--- config.mk ---
export PLATFORM = sky130hd
export DESIGN_NAME = digest_readout_ctrl
export DESIGN_NICKNAME = d
export VERILOG_FILES = /design/src/rtl/digest_readout_ctrl.sv
export SDC_FILE = /design/constraint.sdc
export NUM_CORES = 1
export LEC_CHECK = 0
export ABC_AREA = 1
export ABC_CLOCK_PERIOD_IN_PS = 3300
export BUFFER_PORTS_ARGS = -buffer_cell sky130_fd_sc_hd__buf_2
export CAP_MARGIN = 20
export CORE_ASPECT_RATIO = 1.75
export CORE_MARGIN = 4
export CORE_UTILIZATION = 54
export CTS_BUF_LIST = sky130_fd_sc_hd__clkbuf_8
export CTS_CLUSTER_SIZE = 20
export DETAILED_ROUTE_END_ITERATION = 7
export PLACE_DENSITY_LB_ADDON = 0.3
export SYNTH_ARGS = -nofsm -noshare
export SYNTH_HDL_FRONTEND = slang
export SYNTH_SLANG_ARGS = --single-unit
--- constraint.sdc ---
create_clock -name clk -period 3.3 [get_ports clk]
set_input_delay 0.165 -clock clk [delete_from_list [all_inputs] [get_ports clk]]
set_output_delay 0.165 -clock clk [all_outputs]
set_load 0.005 [all_outputs]
--- src/rtl/digest_readout_ctrl.sv ---
// Digest readout controller.
// Captures a finished hash digest into the output buffer once, then walks
// the words 1..NWORDS out to a valid/ready consumer, one word at a time.
module digest_readout_ctrl #(
    parameter int NWORDS = 8
) (
    input  logic        clk,
    input  logic        rst_n,
    input  logic        hash_done,
    input  logic        abort,
    output logic        buf_en,
    output logic [3:0]  buf_addr,
    input  logic [31:0] buf_data,
    output logic [31:0] out_data,
    output logic        out_valid,
    input  logic        out_ready,
    output logic        out_last,
    output logic        busy,
    output logic        overrun
);

    localparam logic [3:0] NW = 4'(NWORDS);

    typedef enum logic [2:0] {
        IDLE,
        CAPTURE,
        FETCH,
        LOAD,
        SEND
    } state_t;

    state_t     state;
    logic [3:0] idx;
    logic       xfer;

    assign xfer = out_valid && out_ready;

    // Readout sequencer; every output is registered alongside the state.
    always_ff @(posedge clk or negedge rst_n) begin
        if (!rst_n) begin
            state     <= IDLE;
            idx       <= 4'd1;
            buf_en    <= 1'b0;
            buf_addr  <= 4'd0;
            out_data  <= 32'd0;
            out_valid <= 1'b0;
            out_last  <= 1'b0;
            busy      <= 1'b0;
            overrun   <= 1'b0;
        end else begin
            // A new digest while one is in flight is dropped but remembered.
            if (hash_done && state != IDLE)
                overrun <= 1'b1;

            if (abort) begin
                // Cancel wins over everything, including a same-cycle transfer.
                state     <= IDLE;
                idx       <= 4'd1;
                buf_en    <= 1'b0;
                buf_addr  <= 4'd0;
                out_valid <= 1'b0;
                out_last  <= 1'b0;
                busy      <= 1'b0;
            end else begin
                case (state)
                    IDLE: begin
                        if (hash_done) begin
                            state   <= CAPTURE;
                            idx     <= 4'd1;
                            overrun <= 1'b0;
                            buf_en  <= 1'b1;
                            busy    <= 1'b1;
                        end
                    end
                    CAPTURE: begin
                        // Single capture pulse: later hash_done cannot touch the buffer.
                        state    <= FETCH;
                        buf_en   <= 1'b0;
                        buf_addr <= idx;
                    end
                    FETCH: begin
                        state <= LOAD;
                    end
                    LOAD: begin
                        // buf_data now reflects buf_addr from the FETCH edge.
                        state     <= SEND;
                        out_data  <= buf_data;
                        out_valid <= 1'b1;
                        out_last  <= (idx == NW);
                    end
                    SEND: begin
                        if (xfer) begin
                            out_valid <= 1'b0;
                            out_last  <= 1'b0;
                            if (idx == NW) begin
                                state    <= IDLE;
                                idx      <= 4'd1;
                                buf_addr <= 4'd0;
                                busy     <= 1'b0;
                            end else begin
                                state    <= FETCH;
                                idx      <= idx + 4'd1;
                                buf_addr <= idx + 4'd1;
                            end
                        end
                    end
                    default: begin
                        state     <= IDLE;
                        idx       <= 4'd1;
                        buf_en    <= 1'b0;
                        buf_addr  <= 4'd0;
                        out_valid <= 1'b0;
                        out_last  <= 1'b0;
                        busy      <= 1'b0;
                    end
                endcase
            end
        end
    end

endmodule

==> results of run 1 <==
-- layout make-up --
class                   count  area share
flip-flops and latches     48       0.455
multi-input cells         121       0.306
repair buffers             79       0.157
clock buffers               5      0.0261
well taps                  46      0.0218
clock inverters             3      0.0175
inverters                  11      0.0156
-- state kept, by name, summed over array words and instances (netlist names), named ones only --
name       cells
state          3
buf_addr       4
buf_en         1
busy           1
out_valid      1
out_data      32
idx            4
out_last       1
-- worst max-delay path: cells and delay by family (launching register included) --
kind             cells  cell delay [ns]
AND/OR/NAND/NOR      3             0.65
flip-flops           1             0.46
AO/OA/AOI/OAI        2             0.34
-- report_power, final --
group	total (mW)	leakage, nW	internal [mW]	switching [mW]
clock	0.430	0.0548	0.228	0.202
sequential	0.895	0.613	0.791	0.104
combinational	0.500	0.759	0.275	0.226
-- synthesized netlist by cell type (3+ instances only) --
cell	number
dfrtp_1	47
nand2_1	37
mux2_1	27
nand3_1	12
o21ai_0	10
nor2_1	9
inv_1	8
mux2_2	5
o21ai_1	5
nand4_1	4
buf_6	3
inv_2	3
-- path summary, 6_finish.rpt --
path                                       from                        to  slack, ns
setup / recovery           state[1]$_DFFE_PN0P_      out_last$_DFFE_PN0P_       1.76
hold / removal                     buf_data[30]  out_data[30]$_DFFE_PN0P_       0.07
setup reg to reg           state[1]$_DFFE_PN0P_      out_last$_DFFE_PN0P_       1.76
hold reg to reg              buf_en$_DFFE_PN0P_        buf_en$_DFFE_PN0P_       0.49
max in group asynchronous                 rst_n        idx[0]$_DFFE_PN1P_       2.54
min in group asynchronous                 rst_n        idx[3]$_DFFE_PN0P_       0.24
-- repair_timing --
item | in CTS | in global routing
resized for setup | 0 | 0
endpoints found under the setup margin | 0 | 0
endpoints found under the hold margin | 0 | 8
setup buffers | 0 | 0
hold buffers | 0 | 1
-- routing by layer --
layer | routed length (µm) | global-route usage | vias up
li1 | - | - | 781
met1 | 1630 | 0.210 | 754
met2 | 2380 | 0.343 | 68
met3 | 284 | 0.0496 | 12
met4 | 110 | 0.0852 | 0
met5 | 0 | 0 | -
-- stage by stage --
stage | util | hold slack (ns) | setup slack (ns) | instances | cell area [µm²]
CTS | 0.712 | 0.0615 | 1.77 | 311 | 2610
global route | 0.720 | 0.0574 | 1.61 | 313 | 2640
global placement | 0.681 | 0.376 | 1.82 | 303 | 2490
floorplan | - | -0.131 | 1.93 | 184 | 2090
finish | 0.720 | 0.0681 | 1.76 | 313 | 2640
detailed placement | 0.681 | 0.381 | 1.80 | 303 | 2490
-- cells in the final DEF (no fill, tap or decap), drive strengths merged --
cell type and instances:
dfstp 1, mux2 32, ha 2, clkinvlp 1
clkbuf 5, o21ai 16, nand3 12, nand4 4
nand3b 1, nand2 38, dlygate4sd3 1, inv 12
o211ai 1, buf 78, nor2 12, bufinv 1
dfrtp 47, xor2 1, nor3 2
-- cell families after synthesis --
kind of cell | count (synthesis)
and+or+nand+nor | 69
muxes | 32
xor gates and xnor gates | 1
adders and majority gates | 2
DFF | 48
AOI/OAI and AO/OA | 17
buffers and inverters | 15
==> out/results.txt, run 1 <==
Status: complete, no violations
Clock skew: 0.00876 ns
Standby leakage power: 1.43 nW
Maxcap violations: 0
Antenna violation net count after detailed routing: 0
Largest fanout of any net on the critical path: 6
Count of fill cells added during filler insertion: 303
Total GRT Usage: 0.197
Top cell type's share of synthesized area: 0.563
Floorplan die width: 55.0 µm
Tcrit/Tclk final: 0.467
Number of violations reported at the end of detailed-routing iteration 0: 30
Root Buffer Master: clkbuf_8
Proportion of layout cells with a drive suffix above 1: 0.378
Vias in the first global route: 1764
Pin count of the biggest net entering global routing: 49
Main combinational cell family by area after synthesis: multiplexers
Final hold violations: 0
Power density over the cells: 691 mW/mm²
Worst Path Required: 3.51 ns
Synth unique cells: 23
Largest area contributor in the synthesized netlist: dfrtp_1
Chip Height: 90.3 µm
Type of the tightest min-delay check: input port to flip-flop
Initial core utilization: 0.571
Total vias in the final route: 1615
Total wire length after detailed routing: 4.40 mm
Number of enable-type register cells in the synthesized netlist: 0
Total power consumption of the routed design: 1.82 mW
Post-synthesis simple-gate area fraction: 0.154
Top cells by area, synth: dfrtp_1 56%, mux2_1 15%, nand2_1 6.6%
Post-detailed-route DRC marker count: 0
CORE AREA: 0.00366 mm²
Clock transition at the registers of the reported paths: 0.09 ns
Total congestion overflow after global routing: 0
Cell depth of the worst flop-to-flop path: 5
Diodes inserted: 0
Total of flip-flops plus latches after synthesis: 48
Mapped Cells: 184
Crit path cell chain: nor2_2 -> nand4_1 -> o21ai_0 -> nand2_1 -> o21ai_0
Library cell contributing the largest single delay on the critical path: dfrtp_1
Placement Rows: 29
Final slew viol count: 0
Setup repair after global routing missed its margin: false
H-tree Lvls: 2
Xor and xnor fraction of the mapped netlist area: 0.00419
Worst-skew pair later-pin latency: 0.30 ns
Share of cell area taken by muxes after synthesis: 0.172
Net count after synthesis: 223
Per-cell via count in the routed design: 5.16
Router iterations before antenna repair: 4
Critical path arrival: 1.75 ns
Max transition margin: 0.707
Warnings from Yosys: 0
Area share of fa/ha/maj cells after synthesis: 0.0120
Avg Inst Size Synth: 11.4 µm²
Reg area: 0.00120 mm²
Initial antenna violation count: 0
Worst-margin pin slew: 0.440 ns
Worst setup EP type: flip-flop
Layout overhead on the synthesized area: 26.3%
Area fraction in compound gates after synthesis: 0.0437
Detailed-route wire length per cell: 14.1 µm
Clk buf depth: 2
Cell Area, Synth: 0.00209 mm²
Fraction of the yosys area taken by sequential cells: 0.575
Max Fclk: 0.648 GHz
Hpwl dp: 3.37 mm
Commonest register cell after synthesis: dfrtp_1
Kind of start point of the critical path: flip-flop
Gp weighted congestion: 0.901
Final setup fails: 0
DIE AREA: 0.00497 mm²
Count of boundary I/O pins: 78
Worst hold path depth: 2
Peak supply drop: 0.488 mV
Most common cell type on the critical path: o21ai_0
Setup TNS: 0 ns
Clock tree from TritonCTS: done
Clock sink count: 48
Count of port buffers added during placement: 77
Classification of the worst setup path: flip-flop to flip-flop
Final critical delay including setup and external delays: 1.54 ns
Multi-input logic area: 808 µm²
Clock buffers created by TritonCTS: 5
Crit path largest cell delay: 0.46 ns
Async S/R FF share, synth: 1.00
First-pass GRT wire length: 7.42 mm
Final nets: 305
No activity file was read; power rests on OpenSTA's default activity.
==> inputs of run 2 (changes only) <==
- ABC_CLOCK_PERIOD_IN_PS: 3300 -> 1600
- CORE_UTILIZATION: 54 -> 51
- clock period: 3.3 -> 1.6 ns (I/O delays scaled with it)
==> out/results.txt, run 2 (synthesis results as in run 1) <==
DIE AREA: 0.00523 mm² (+5.2%)
Chip Height: 92.7 µm (+2.6%)
Placement Rows: 30 (+3.4%)
Detailed-route wire length per cell: 15.7 µm (+12%)
Vias in the first global route: 1895 (+7.4%)
Violated checks: negative hold slack
Standby leakage power: 1.56 nW (+9.0%)
Layout overhead on the synthesized area: 40.3%
Largest fanout of any net on the critical path: 6 (unchanged)
Library cell contributing the largest single delay on the critical path: dfstp_2
Number of violations reported at the end of detailed-routing iteration 0: 37 (+23%)
Tcrit/Tclk final: 0.932 (+0.464)
Clock skew: 0.00389 ns (-0.00488 ns)
First-pass GRT wire length: 8.75 mm (+18%)
Most common cell type on the critical path: nand2_1
Proportion of layout cells with a drive suffix above 1: 0.374 (-0.00413)
H-tree Lvls: 2 (unchanged)
Area after DPL: 0.00256 mm² (+2.7%)
Worst setup EP type: flip-flop
Type of the tightest min-delay check: input port to flip-flop
Finished Cell Area: 0.00293 mm² (+11%)
Final setup fails: 0 (unchanged)
Multi-input logic area: 823 µm² (+1.9%)
Top register by number of flip-flops: out_data
Gr busiest metal: met2
Total wire length after detailed routing: 5.39 mm (+22%)
CORE AREA: 0.00390 mm² (+6.5%)
Pin count of the biggest net entering global routing: 27 (-45%)
Registers with the most flip-flops: out_data: 32 flops, buf_addr: 4 flops, idx: 4 flops
Clock transition at the registers of the reported paths: 0.08 ns (about the same)
Share of the core filled with cells: 0.752 (+0.0312)
Worst-skew pair later-pin latency: 0.30 ns (about the same)
Gp weighted congestion: 0.905 (+0.43%)
Status: complete, but fails checks
Total GRT Usage: 0.219 (+0.0221)
Total vias in the final route: 1786 (+11%)
Maxcap violations: 0 (unchanged)
Initial antenna violation count: 0 (unchanged)
Per-cell via count in the routed design: 5.22 (+1.2%)
Floorplan die width: 56.4 µm (+2.5%)
Worst-margin pin slew: 0.574 ns (+0.134 ns)
Final slew viol count: 0 (unchanged)
Power density over the cells: 1370 mW/mm² (+98%)
Met1 demand-to-capacity share in global routing: 0.213 (+0.00331)
Kind of start point of the critical path: flip-flop
Final nets: 333 (+9.2%)
Most common cell after layout, fill and taps aside: buf_2
Diodes inserted: 0 (unchanged)
Max transition margin: 0.618 (-0.0889)
Count of port buffers added during placement: 77 (unchanged)
Clk buf depth: 2 (unchanged)
Final critical delay including setup and external delays: 1.49 ns (-0.0518 ns)
Worst Path Required: 1.84 ns (-1.67 ns)
Post-detailed-route DRC marker count: 0 (unchanged)
Count of boundary I/O pins: 78 (unchanged)
Most frequent cells in the layout: 77 x buf_2, 47 x dfrtp_1, 37 x nand2_1, 27 x mux2_1, 22 x dlygate4sd3_1
Root Buffer Master: clkbuf_8
Worst hold margin: -0.00769 ns (-0.0758 ns)
Clock buffers created by TritonCTS: 5 (unchanged)
Initial core utilization: 0.536 (-0.0349)
Router iterations before antenna repair: 4 (unchanged)
Critical path arrival: 1.73 ns (-0.02 ns)
Peak supply drop: 0.987 mV (+100%)
Max Fclk: 0.671 GHz (+3.5%)
Clock tree from TritonCTS: done
Hpwl dp: 3.74 mm (+11%)
Total congestion overflow after global routing: 0 (unchanged)
Final hold violations: 1 (+1)
Classification of the worst setup path: flip-flop to flip-flop
Met3 track demand over resource: 0.0516 (+0.00202)
Antenna violation net count after detailed routing: 0 (unchanged)
Count of fill cells added during filler insertion: 275 (-9.2%)
Reg area: 0.00120 mm² (unchanged)
Largest register FFs: 32 (unchanged)
Clock sink count: 48 (unchanged)
Crit path largest cell delay: 0.59 ns (+0.13 ns)
Crit path cell chain: inv_2 -> ha_4 -> nand2_1 -> nor2_1 -> nor2_2 -> nand3_1 -> nand2_1 -> nand2_1 -> nand2_1
Met2 usage in global routing: 0.425 (+0.0819)
[run 2: repair_timing]
item | CTS | global route
hold endpoints to repair | 43 | 1
setup endpoints to repair | 0 | 7
buffers inserted | 0 | 1
gates resized for setup | 0 | 5
hold buffers | 21 | 1
[run 2: worst paths after layout]
check / startpoint / end / slack (ns) / depth (start not counted)
max: idx[0]$_DFFE_PN1P_ / buf_addr[3]$_DFFE_PN0P_ / 0.11 / 9
min: buf_data[30] / out_data[30]$_DFFE_PN0P_ / -0.008 / 2
max reg2reg: idx[0]$_DFFE_PN1P_ / buf_addr[3]$_DFFE_PN0P_ / 0.11 / 9
min reg2reg: buf_en$_DFFE_PN0P_ / buf_en$_DFFE_PN0P_ / 0.48 / 2
max in group asynchronous: rst_n / out_data[22]$_DFFE_PN0P_ / 0.68 / 3
min in group asynchronous: rst_n / out_valid$_DFFE_PN0P_ / 0.31 / 2
[run 2: routing by layer]
metal	up-vias	wire, µm
met5	-	0
met4	0	128
met3	17	324
met2	79	3120
met1	855	1810
li1	835	-
[run 2: cell type report]
type | count | area share
sequential | 48 | 0.410
multi-input combinational | 121 | 0.281
timing repair buffer | 107 | 0.231
clock buffer | 5 | 0.0235
clock inverter | 2 | 0.0205
tap | 48 | 0.0205
inverter | 11 | 0.0141
[run 2: worst max-delay path: cells and delay by family, from the launching register on]
kind          cells  cell delay (ns)
fa+ha+maj         1             0.16
buf+inv           1             0.07
flops             1             0.59
simple gates      7             0.61
[run 2: through the flow]
step	power (mW)	worst slack (ns)	setup TNS (ns)	cells	hold slack (ns)
after global placement	2.90	0.153	0	312	0.101
after CTS	3.98	0.0830	0	340	0.000572
after floorplan	2.33	0.231	0	184	-0.216
after detailed placement	2.94	0.103	0	312	0.109
final	4.01	0.109	0	342	-0.00769
after global routing	4.24	-0.0319	-0.0432	342	0.000180
[run 2: power breakdown]
| part | internal [mW] | switching, mW |
|---|---|---|
| clock network | 0.615 | 0.392 |
| registers | 1.63 | 0.230 |
| logic | 0.628 | 0.508 |
